==> src/rtl/rr_lock_arbiter_pkg.sv <==
// Shared helpers for the transaction-locking round-robin arbiter.
// Index width and cyclic increment that also hold for non-power-of-two counts.
package rr_lock_arbiter_pkg;

    function automatic int idx_w(input int n);
        return (n > 2) ? $clog2(n) : 1;
    endfunction

    function automatic int next_idx(input int i, input int n);
        return (i + 1 >= n) ? 0 : i + 1;
    endfunction

endpackage

==> src/rtl/rr_lock_arbiter_if.sv <==
// Requester-side and downstream-side channel bundle of the arbiter.
// The arbiter takes the slave view; the requesters/sink take the master view.
interface rr_lock_arbiter_if
    import rr_lock_arbiter_pkg::*;
#(
    parameter int NUM = 4,
    parameter int DIN = 16
) ();

    localparam int IW = idx_w(NUM);

    logic [NUM-1:0]     din_valid;
    logic [NUM-1:0]     din_ready;
    logic [NUM*DIN-1:0] din_data;
    logic [NUM-1:0]     din_eot;
    logic               dout_valid;
    logic               dout_ready;
    logic [DIN-1:0]     dout_data;
    logic               dout_eot;
    logic [IW-1:0]      dout_ctrl;

    modport slave (
        input  din_valid,
        input  din_data,
        input  din_eot,
        input  dout_ready,
        output din_ready,
        output dout_valid,
        output dout_data,
        output dout_eot,
        output dout_ctrl
    );

    modport master (
        output din_valid,
        output din_data,
        output din_eot,
        output dout_ready,
        input  din_ready,
        input  dout_valid,
        input  dout_data,
        input  dout_eot,
        input  dout_ctrl
    );

endinterface

==> src/rtl/rr_prio_enc.sv <==
// Rotating priority encoder: first set request at or after ptr, cyclically.
// With no request set the index falls back to ptr itself.
module rr_prio_enc
    import rr_lock_arbiter_pkg::*;
#(
    parameter int NUM = 4,
    parameter int IW  = idx_w(NUM)
) (
    input  logic [NUM-1:0] req_i,
    input  logic [IW-1:0]  ptr_i,
    output logic [IW-1:0]  gnt_idx_o,
    output logic           gnt_any_o
);

    logic [NUM-1:0] rot;
    int             k;
    int             s;

    always_comb begin
        rot = NUM'({req_i, req_i} >> ptr_i);
        k   = 0;
        for (int j = NUM - 1; j >= 0; j--) begin
            if (rot[j]) k = j;
        end
        s = int'(ptr_i) + k;
        if (s >= NUM) s = s - NUM;
        gnt_idx_o = IW'(s);
    end

    assign gnt_any_o = |req_i;

endmodule

==> src/rtl/rr_lock_arbiter.sv <==
// N-way round-robin arbiter that locks the shared channel per transaction.
// Forward path is combinational; only the lock and priority pointer are stored.
module rr_lock_arbiter
    import rr_lock_arbiter_pkg::*;
#(
    parameter int NUM = 4,
    parameter int DIN = 16
) (
    input  logic               clk,
    input  logic               rst,
    rr_lock_arbiter_if.slave   bus
);

    localparam int IW = idx_w(NUM);

    logic          locked_q;
    logic          locked_d;
    logic [IW-1:0] lock_idx_q;
    logic [IW-1:0] lock_idx_d;
    logic [IW-1:0] ptr_q;
    logic [IW-1:0] ptr_d;

    logic [IW-1:0] enc_idx;
    logic          enc_any;
    logic [IW-1:0] sel;
    logic          vld_sel;
    logic          hs;

    rr_prio_enc #(
        .NUM (NUM),
        .IW  (IW)
    ) u_enc (
        .req_i     (bus.din_valid),
        .ptr_i     (ptr_q),
        .gnt_idx_o (enc_idx),
        .gnt_any_o (enc_any)
    );

    assign sel     = locked_q ? lock_idx_q : enc_idx;
    assign vld_sel = locked_q ? bus.din_valid[lock_idx_q] : enc_any;

    // Outputs are held low while in reset so no beat can transfer.
    assign bus.dout_valid = ~rst & vld_sel;
    assign bus.dout_data  = rst ? '0 : bus.din_data[sel*DIN +: DIN];
    assign bus.dout_eot   = ~rst & bus.din_eot[sel];
    assign bus.dout_ctrl  = rst ? '0 : sel;

    assign hs            = bus.dout_valid & bus.dout_ready;
    assign bus.din_ready = hs ? (NUM'(1) << sel) : '0;

    always_comb begin
        locked_d   = locked_q;
        lock_idx_d = lock_idx_q;
        ptr_d      = ptr_q;
        if (bus.dout_valid) begin
            if (hs && bus.dout_eot) begin
                locked_d = 1'b0;
                ptr_d    = IW'(next_idx(int'(sel), NUM));
            end else begin
                locked_d   = 1'b1;
                lock_idx_d = sel;
            end
        end
    end

    always_ff @(posedge clk) begin
        if (rst) begin
            locked_q   <= 1'b0;
            lock_idx_q <= '0;
            ptr_q      <= '0;
        end else begin
            locked_q   <= locked_d;
            lock_idx_q <= lock_idx_d;
            ptr_q      <= ptr_d;
        end
    end

endmodule

==> src/flat_wrapper.sv <==
// flat-port wrapper written by rule: the top's interface ports become plain ports
module rr_lock_arbiter_flat import rr_lock_arbiter_pkg::*;
#(
    parameter int NUM = 4,
    parameter int DIN = 16
)
  (clk, rst, bus_din_valid, bus_din_data, bus_din_eot, bus_dout_ready, bus_din_ready, bus_dout_valid, bus_dout_data, bus_dout_eot, bus_dout_ctrl);
  rr_lock_arbiter_if #(.NUM(NUM), .DIN(DIN)) bus_i ();
  input  logic clk;
  input  logic rst;
  input wire logic [$bits(bus_i.din_valid)-1:0] bus_din_valid;
  input wire logic [$bits(bus_i.din_data)-1:0] bus_din_data;
  input wire logic [$bits(bus_i.din_eot)-1:0] bus_din_eot;
  input wire logic [$bits(bus_i.dout_ready)-1:0] bus_dout_ready;
  output wire logic [$bits(bus_i.din_ready)-1:0] bus_din_ready;
  output wire logic [$bits(bus_i.dout_valid)-1:0] bus_dout_valid;
  output wire logic [$bits(bus_i.dout_data)-1:0] bus_dout_data;
  output wire logic [$bits(bus_i.dout_eot)-1:0] bus_dout_eot;
  output wire logic [$bits(bus_i.dout_ctrl)-1:0] bus_dout_ctrl;
  assign bus_i.din_valid = bus_din_valid;
  assign bus_i.din_data = bus_din_data;
  assign bus_i.din_eot = bus_din_eot;
  assign bus_i.dout_ready = bus_dout_ready;
  assign bus_din_ready = bus_i.din_ready;
  assign bus_dout_valid = bus_i.dout_valid;
  assign bus_dout_data = bus_i.dout_data;
  assign bus_dout_eot = bus_i.dout_eot;
  assign bus_dout_ctrl = bus_i.dout_ctrl;
  rr_lock_arbiter #(.NUM(NUM), .DIN(DIN)) u_core (.clk(clk), .rst(rst), .bus(bus_i));
endmodule
==> config.mk <==
export PLATFORM = sky130hd
export DESIGN_NAME = rr_lock_arbiter_flat
export DESIGN_NICKNAME = d
export VERILOG_FILES = /design/src/rtl/rr_lock_arbiter_pkg.sv /design/src/rtl/rr_lock_arbiter_if.sv /design/src/rtl/rr_prio_enc.sv /design/src/rtl/rr_lock_arbiter.sv /design/src/flat_wrapper.sv
export SDC_FILE = /design/constraint.sdc
export NUM_CORES = 1
export LEC_CHECK = 0
export ABC_AREA = 1
export CAP_MARGIN = 20
export CORE_MARGIN = 2
export CORE_UTILIZATION = 32
export DETAILED_ROUTE_END_ITERATION = 7
export PLACE_DENSITY_LB_ADDON = 0.15
export SYNTH_ARGS = -nofsm -noshare
export SYNTH_HDL_FRONTEND = slang
export SYNTH_SLANG_ARGS = --single-unit
==> constraint.sdc <==
create_clock -name clk -period 3.05 [get_ports clk]
set_clock_uncertainty 0.05 [all_clocks]
set_input_delay 0.61 -clock clk [delete_from_list [all_inputs] [get_ports clk]]
set_output_delay 0.61 -clock clk [all_outputs]
set_load 0.1 [all_outputs]
==> results of run 1 <==
[per-stage QoR]
step / setup TNS [ns] / hold WS (ns) / cells / area, µm²
after global placement: -15.78 / 0.4408 / 398 / 3127
after floorplan: -3.303 / 0.4171 / 231 / 1607
after detailed placement: -17.84 / 0.4576 / 398 / 3127
[kinds of logic after synthesis]
group	synth area share
xor+xnor	0.007577
simple gates	0.5216
compound gates	0.2035
buf+inv	0.1071
mux	0.008658
fa+ha+maj	0.06493
flops	0.08658
==> reports/summary.log, run 1 <==
[floorplan] initial core utilization 0.3385
[yosys] leading cell types by total area after synthesis sky130_fd_sc_hd__nand2_1 (36%), sky130_fd_sc_hd__a31oi_1 (8.7%), sky130_fd_sc_hd__dfxtp_1 (8.7%)
[yosys] average footprint of a synthesized cell 5.005 µm²
[placed_design] final HPWL from detailed placement 4421 µm
[floorplan] vertical extent of the die 64.11 µm
[floorplan] die extent in x 64.11 µm
[yosys] post-synthesis instance area 1156 µm²
[cts] deepest level of the CTS H-tree 1
[cts] clk sink count 5
[yosys] area share of the leading cell type in the synthesized netlist 0.3636
[floorplan] Core Rows 21
[placed_design] count of port buffers added during placement 98
[yosys] proportion of register bits with asynchronous set or reset after synthesis 0
[yosys] net count after synthesis 312
[yosys] cells after synthesis 231
[yosys] most frequent cells after synthesis sky130_fd_sc_hd__nand2_1 (112), sky130_fd_sc_hd__a31oi_1 (16), sky130_fd_sc_hd__inv_1 (16), sky130_fd_sc_hd__nand3_1 (13), sky130_fd_sc_hd__nor2_1 (13)
[cts] CTS root buf sky130_fd_sc_hd__clkbuf_4
[cts] hold-fix buffers at CTS 0
[status] outcome did not finish
[yosys] area leader, netlist sky130_fd_sc_hd__nand2_1
[yosys] cell with the most instances after synthesis sky130_fd_sc_hd__nand2_1
[placed_design] global placer's final weighted congestion 0.8827
[yosys] share of synthesized area occupied by flip-flops and latches 0.08658
[cts] clk buf depth 2
[status] error text reported by the tool [ERROR DPL-0033] detailed placement checks failed during check placement.
[yosys] Ys Warns 0
[floorplan] ports placed on the boundary 99
[cts] number of buffers added for setup after CTS 9
[yosys] number of library cell types mapped by synthesis 24
[yosys] ys flop type sky130_fd_sc_hd__dfxtp_1
[placed_design] worst setup timing slack at the placement stage -0.8148 ns
[cts] Resize count post-CTS 53
[cts] total clock buffers created by CTS 3
[status] last stage the flow got to 4_1_cts
[yosys] post-synthesis register bit count 5
[yosys] number of enable-type register cells in the synthesized netlist 0
==> run 2: changes to the inputs <==
- CORE_UTILIZATION: 32 -> 21
==> run 2 against run 1 <==
Against the previous run:
- the flow now finishes, with violations (negative setup slack)
- synthesized cell count did not move
- area after synthesis did not move
==> reports/summary.log, run 2 <==
[status] outcome finished, violations left
[status] violations in the final reports negative setup slack
[final_layout] count of antenna diodes in the layout 0
[final_layout] Reg area 105.1 µm²
[yosys] cell with the most instances after synthesis sky130_fd_sc_hd__nand2_1
[sta] PnR worst setup slack -0.2145 ns
[power] total power of the final layout 2.054 mW
[floorplan] vertical extent of the die 78.20 µm [+22%]
[sta] final cycle utilization of the critical path 1.070
[setup_path] critical path capture point type primary output
[yosys] share of synthesized area occupied by flip-flops and latches 0.08658 [unchanged]
[global_routing] pin count of the biggest net entering global routing 17
[routing] ratio of routed vias to standard cells 4.493
[sta] transition time at the pin with the least slew margin 0.3450 ns
[yosys] area leader, netlist sky130_fd_sc_hd__nand2_1
[final_layout] area occupied by multi-input gates 1450 µm²
[yosys] post-synthesis instance area 1156 µm² [unchanged]
[cts] CTS root buf sky130_fd_sc_hd__clkbuf_8
[cts] Clk Latency, worst-skew pair 0.22 ns
[final_layout] most common cell after layout, fill and taps aside sky130_fd_sc_hd__nand2_1
[final_layout] fillcell total 490
[placed_design] count of port buffers added during placement 98 [unchanged]
[sta] min cycle time layout 3.264 ns
[cts] total clock buffers created by CTS 3 [unchanged]
[yosys] leading cell types by total area after synthesis sky130_fd_sc_hd__nand2_1 (36%), sky130_fd_sc_hd__a31oi_1 (8.7%), sky130_fd_sc_hd__dfxtp_1 (8.7%)
[final_layout] biggest regs u_core.lock_idx_q (2), u_core.ptr_q (2), u_core.locked_q (1)
[sta] Final Hold Slack 0.4787 ns
[min_path] Tightest Hold Check Type reg -> reg
[cts] hold-fix buffers at CTS 0 [unchanged]
[cts] clk buf depth 2 [unchanged]
[sta] final setup TNS -3.639 ns
[routing] DR vias 1,995
[power] ratio of total power to cell area 571.4 nW/µm²
[routing] residual DRC count 0
[setup_path] Critical Path AT 2.60 ns
[setup_path] crit path kind in -> out
[global_routing] global-route wire length before repair 8942 µm
[final_layout] Area growth syn-to-layout 210.9%
[placed_design] global placer's final weighted congestion 0.8238 [-6.7%]
[yosys] cells after synthesis 231 [unchanged]
[yosys] most frequent cells after synthesis sky130_fd_sc_hd__nand2_1 (112), sky130_fd_sc_hd__a31oi_1 (16), sky130_fd_sc_hd__inv_1 (16), sky130_fd_sc_hd__nand3_1 (13), sky130_fd_sc_hd__nor2_1 (13)
[yosys] post-synthesis register bit count 5 [unchanged]
[routing] average wire per cell in the routed design 12.30 µm
[yosys] Ys Warns 0 [unchanged]
[run] number of violations of the max-capacitance limit 0
[cts] clk sink count 5 [unchanged]
[yosys] net count after synthesis 312 [unchanged]
[routing] DRC marker count from the first detailed-route iteration 51
[cts] TritonCTS clock tree yes
[routing] final antenna-violating net count 0
[cts] clock input transition at the sequential cells of the worst setup and hold paths 0.03 ns
[global_routing] GRT Resource Usage Total 0.1789
[final_layout] commonest non-fill, non-tap cells in the layout sky130_fd_sc_hd__nand2_1 (104), sky130_fd_sc_hd__clkdlybuf4s50_1 (70), sky130_fd_sc_hd__buf_12 (30), sky130_fd_sc_hd__buf_4 (29), sky130_fd_sc_hd__a31oi_4 (16)
[sta] setup repair after global routing missed its margin true
[sta] number of endpoints with negative hold slack in the final report 0
[final_layout] fin nets 454
[sta] relative slew slack 0.7697
[placed_design] final HPWL from detailed placement 4260 µm [-3.6%]
[sta] Fmax 0.3063 GHz
[global_routing] via count of the first global-routing pass 2,075
[global_routing] number of antenna violations at the first check in global routing 0
[power] maximum VDD drop 0.3160 mV
[floorplan] initial core utilization 0.2139 [-0.1246]
[sta] Pins Over Slew Limit 0
[floorplan] ports placed on the boundary 99 [unchanged]
[routing] DR pass1 iterations 4
[floorplan] die area 6114 µm²
[sta] number of failing setup endpoints in the final timing report 22
[floorplan] Core Rows 27 [+29%]
[yosys] number of library cell types mapped by synthesis 24 [unchanged]
[setup_path] crit start category primary input
[yosys] area share of the leading cell type in the synthesized netlist 0.3636 [unchanged]
[final_layout] share of layout cells above drive strength 1 0.4032
[yosys] proportion of register bits with asynchronous set or reset after synthesis 0 [unchanged]
[power] leakage power summed over all cells 1.536 nW
[floorplan] Placeable Area 5405 µm²
[yosys] average footprint of a synthesized cell 5.005 µm² [unchanged]
[cts] deepest level of the CTS H-tree 1 [unchanged]
[yosys] ys flop type sky130_fd_sc_hd__dfxtp_1
[setup_path] CP Max Fanout 3
[routing] Total Routed Length 5462 µm
[floorplan] die extent in x 78.20 µm [+22%]
[yosys] number of enable-type register cells in the synthesized netlist 0 [unchanged]
[global_routing] remaining global-route overflow 0
[setup_path] required time of the worst setup path 2.39 ns
[run 2: cell counts after synthesis]
Identical to the previous run, type by type.
[run 2: critical path: stages]
cell and delay [ns]:
sky130_fd_sc_hd__buf_8 0.10, sky130_fd_sc_hd__nand2_4 0.06, sky130_fd_sc_hd__nand3_2 0.07, sky130_fd_sc_hd__nand2_2 0.09, sky130_fd_sc_hd__nand3_2 0.08, sky130_fd_sc_hd__a21boi_2 0.15
sky130_fd_sc_hd__ha_2 0.20, sky130_fd_sc_hd__xor2_2 0.15, sky130_fd_sc_hd__nand3_1 0.09, sky130_fd_sc_hd__nand2_1 0.08, sky130_fd_sc_hd__nand2_2 0.10, sky130_fd_sc_hd__buf_4 0.15
sky130_fd_sc_hd__buf_4 0.12, sky130_fd_sc_hd__buf_4 0.12, sky130_fd_sc_hd__nand3_1 0.08, sky130_fd_sc_hd__and3_4 0.20, sky130_fd_sc_hd__buf_12 0.17
[run 2: kinds of logic after synthesis]
| family | synth area share |
|---|---|
| AO/OA/AOI/OAI | 0.2035 |
| XOR/XNOR | 0.007577 |
| adder cells (fa/ha/maj) | 0.06493 |
| buffers and inverters | 0.1071 |
| flip-flops | 0.08658 |
| multiplexers | 0.008658 |
| AND/OR/NAND/NOR | 0.5216 |
[run 2: report_power, final]
group	total [mW]	internal (mW)	switching [mW]
sequential	0.0832	0.0733	0.00982
clock	0.120	0.0895	0.0305
combinational	1.85	0.815	1.04
[run 2: metal layers]
metal,global-route usage,wire (µm),vias up,share of wire
li1,-,-,1031,-
met1,0.1830,2051,888,0.38
met2,0.3603,2963,66,0.54
met3,0.03678,353,10,0.065
met4,0.05088,93,0,0.017
met5,0,0,-,0
[run 2: what timing repair did]
| item | in CTS | in global routing |
|---|---|---|
| gates resized for setup | 65 | 16 |
| setup buffers | 7 | 3 |
| endpoints found under the setup margin | 28 | 22 |
| pin swaps | 17 | 16 |
| gates cloned | 3 | 0 |
[run 2: final timing paths]
check / from / endpoint / slack (ns) / depth (start not counted)
worst min-delay path: u_core.lock_idx_q[1] / u_core.lock_idx_q[1] / 0.48 / 2
worst min register to register: u_core.lock_idx_q[1] / u_core.lock_idx_q[1] / 0.48 / 2
worst max-delay path: bus_din_valid[3] / bus_dout_eot / -0.21 / 17
worst max register to register: u_core.ptr_q[0] / u_core.ptr_q[0] / 0.33 / 20
[run 2: layout make-up]
type | instances | area share
Timing Repair Buffer | 148 | 0.5019
Multi-Input combinational cell | 195 | 0.4034
Sequential cell | 5 | 0.02924
Inverter | 20 | 0.02785
Tap cell | 72 | 0.02506
Clock buffer | 4 | 0.01253
[run 2: through the flow]
stage                     instances  instance area [µm²]  setup slack, ns    util
after floorplan                 231                 1607          -0.1809       -
after detailed placement        432                 3232          -0.7964  0.5979
after global routing            444                 3595          -0.3505  0.6650
after global placement          432                 3232          -0.7423  0.5979
after CTS                       441                 3510          -0.1721  0.6493
final                           444                 3595          -0.2145  0.6650
Power figures use the tool's default switching activity.
==> run 3: changes to the inputs <==
- CORE_MARGIN: 2 -> not set
==> run 3 against run 2 <==
Against the previous run:
- the run still ends with negative setup slack left
- sequential share of layout area about the same
- sequential cell count unchanged
- maximum frequency rose by 2.2%
- register-to-register slack better by 0.19 ns
- non-clock buffer count down 7
- via count down 1.7%
- critical path depth unchanged
- worst hold slack worse by 0.0085 ns
- largest cell class unchanged
==> reports/summary.log, run 3 (synthesized netlist as in run 2, its figures left out) <==
[global_routing] global-route wire length before repair 9259 µm [+3.5%]
[cts] clock input transition at the sequential cells of the worst setup and hold paths 0.03 ns [about the same]
[routing] DR pass1 iterations 4 [unchanged]
[routing] average wire per cell in the routed design 12.21 µm [-0.73%]
[status] violations in the final reports negative setup slack
[setup_path] critical path capture point type primary output
[sta] Pins Over Slew Limit 0 [unchanged]
[global_routing] remaining global-route overflow 0 [unchanged]
[final_layout] share of the core filled with cells in the final layout 0.6743 [+0.009233]
[final_layout] fin nets 447 [-1.5%]
[placed_design] Placed Area 3167 µm² [-2.0%]
[cts] Clk Latency, worst-skew pair 0.22 ns [about the same]
[routing] ratio of routed vias to standard cells 4.508 [+0.33%]
[floorplan] initial core utilization 0.2221 [+0.008226]
[power] leakage power summed over all cells 1.487 nW [-3.2%]
[setup_path] Critical Path Slowest Stage Cell sky130_fd_sc_hd__ha_2
[floorplan] die extent in x 76.20 µm [-2.6%]
[setup_path] required time of the worst setup path 2.39 ns [about the same]
[sta] PnR worst setup slack -0.1443 ns [+0.07016 ns]
[floorplan] vertical extent of the die 76.20 µm [-2.6%]
[cts] TritonCTS clock tree yes
[min_path] Tightest Hold Check Type reg -> reg
[final_layout] Reg area 102.6 µm² [-2.4%]
[global_routing] GRT Resource Usage Total 0.1932 [+0.01432]
[setup_path] CP Max Fanout 8 [+5]
[placed_design] worst setup timing slack at the placement stage -0.7814 ns [+0.01494 ns]
[routing] DRC marker count from the first detailed-route iteration 53 [+3.9%]
[cts] CTS root buf sky130_fd_sc_hd__clkbuf_8
[setup_path] CP Cell Sequence buf_8, nand2_4, nand3_2, nand2_2, nand3_2, a21boi_2, ha_2, xor2_2, inv_1, nand2_1, nand2_1, nand2_2, nand2_8, buf_12, buf_6, a31oi_4, buf_12
[final_layout] Area growth syn-to-layout 203.6%
[sta] setup repair after global routing missed its margin true
[sta] number of failing setup endpoints in the final timing report 22 [unchanged]
[global_routing] pin count of the biggest net entering global routing 18 [+1]
[final_layout] count of antenna diodes in the layout 0 [unchanged]
[final_layout] area occupied by multi-input gates 1481 µm² [+2.2%]
[sta] final setup TNS -2.479 ns [+1.159 ns]
[routing] final antenna-violating net count 0 [unchanged]
[floorplan] ports placed on the boundary 99 [unchanged]
[sta] number of endpoints with negative hold slack in the final report 0 [unchanged]
[sta] min cycle time layout 3.194 ns [-0.07016 ns]
[cts] clk sink count 5 [unchanged]
[setup_path] slowest cell delay on critical path 0.20 ns [about the same]
[final_layout] commonest non-fill, non-tap cells in the layout sky130_fd_sc_hd__nand2_1 (104), sky130_fd_sc_hd__clkdlybuf4s50_1 (70), sky130_fd_sc_hd__buf_12 (29), sky130_fd_sc_hd__buf_4 (27), sky130_fd_sc_hd__a31oi_4 (16)
[placed_design] global placer's final weighted congestion 0.8262 [+0.29%]
[setup_path] crit path kind in -> out
[placed_design] final HPWL from detailed placement 4170 µm [-2.1%]
[floorplan] Core Rows 26 [-3.7%]
[routing] residual DRC count 0 [unchanged]
[status] outcome finished, violations left
[cts] clk buf depth 2 [unchanged]
[power] maximum VDD drop 0.3070 mV [-2.8%]
[placed_design] cell total after placement 425 [-1.6%]
[global_routing] number of antenna violations at the first check in global routing 0 [unchanged]
[setup_path] Critical Path AT 2.53 ns [-0.07 ns]
[setup_path] crit start category primary input
[sta] Fmax 0.3131 GHz [+2.2%]
[power] total power of the final layout 1.970 mW [-4.1%]
[global_routing] via count of the first global-routing pass 2,089 [+0.67%]
[routing] DR vias 1,961 [-1.7%]
[sta] Final Hold Slack 0.4702 ns [-0.008528 ns]
[run] number of violations of the max-capacitance limit 0 [unchanged]
[min_path] hold path cells 2 [unchanged]
[sta] relative slew slack 0.5785 [-0.1912]
[floorplan] Placeable Area 5205 µm² [-3.7%]
[cts] total clock buffers created by CTS 3 [unchanged]
[final_layout] filler-free cell count of the finished design 435 [-2.0%]
[sta] final cycle utilization of the critical path 1.047 [-0.02300]
[setup_path] depth of the worst register-to-register path 18 [-10%]
[final_layout] fillcell total 444 [-9.4%]
[cts] deepest level of the CTS H-tree 1 [unchanged]
[placed_design] count of port buffers added during placement 98 [unchanged]
[sta] transition time at the pin with the least slew margin 0.6316 ns [+0.2865 ns]
[final_layout] share of layout cells above drive strength 1 0.4082 [+0.004993]
[cts] hold-fix buffers at CTS 0 [unchanged]
[final_layout] biggest regs u_core.lock_idx_q (2), u_core.ptr_q (2), u_core.locked_q (1)
[final_layout] most common cell after layout, fill and taps aside sky130_fd_sc_hd__nand2_1
[final_layout] final design instance area without fill 3510 µm² [-2.4%]
[power] ratio of total power to cell area 561.2 nW/µm² [-1.8%]
[floorplan] die area 5806 µm² [-5.0%]
[routing] Total Routed Length 5312 µm [-2.7%]
[run 3: changes by cell type in the layout (fill, tap and decap cells not counted), moves of 2 or more]
cell,before,now
sky130_fd_sc_hd__buf_16,3,1
sky130_fd_sc_hd__o21ai_2,6,10
sky130_fd_sc_hd__buf_6,10,7
sky130_fd_sc_hd__buf_4,29,27
sky130_fd_sc_hd__o21ai_1,7,2
[run 3: what timing repair did]
item | 4_1_cts | 5_1_grt
resized for setup | 70 | 14
gates cloned | 1 | 0
pin swaps | 25 | 13
endpoints found under the hold margin | 0 | 0
setup buffers | 10 | 1
setup endpoints to repair | 26 | 23
[run 3: worst max-delay path: cells and delay by family]
kind | cells | cell delay [ns]
AO/OA/AOI/OAI | 2 | 0.31
XOR/XNOR | 1 | 0.15
adder cells (fa/ha/maj) | 1 | 0.20
buffers and inverters | 5 | 0.64
AND/OR/NAND/NOR | 8 | 0.60
[run 3: metal layers]
layer  global-route usage  share of wire
met1               0.2123           0.38
met2               0.3736           0.54
met3              0.04072          0.077
met4              0.04615         0.0075
met5                    0              0
[run 3: path summary, 6_finish.rpt]
path | startpoint | to | slack (ns)
hold / removal | u_core.lock_idx_q[1] | u_core.lock_idx_q[1] | 0.47
hold reg to reg | u_core.lock_idx_q[1] | u_core.lock_idx_q[1] | 0.47
setup reg to reg | u_core.ptr_q[0] | u_core.ptr_q[0] | 0.52
setup / recovery | bus_din_valid[3] | bus_dout_data[0] | -0.14
[run 3: layout make-up]
type / instances / area share
repair buffers: 141 / 0.4831
flip-flops and latches: 5 / 0.02923
inverters: 20 / 0.02781
clock buffers: 4 / 0.01283
multi-input cells: 195 / 0.4221
well taps: 70 / 0.02496
[run 3: report_power, final]
| group | switching, mW | internal (mW) |
|---|---|---|
| logic | 1.02 | 0.745 |
| clock network | 0.0317 | 0.0896 |
| registers | 0.00867 | 0.0737 |
==> run 4: changes to the inputs <==
- CAP_MARGIN: 20 -> 5
==> results of run 4 <==
Final layout, timing and power as in run 3 (identical DEF).
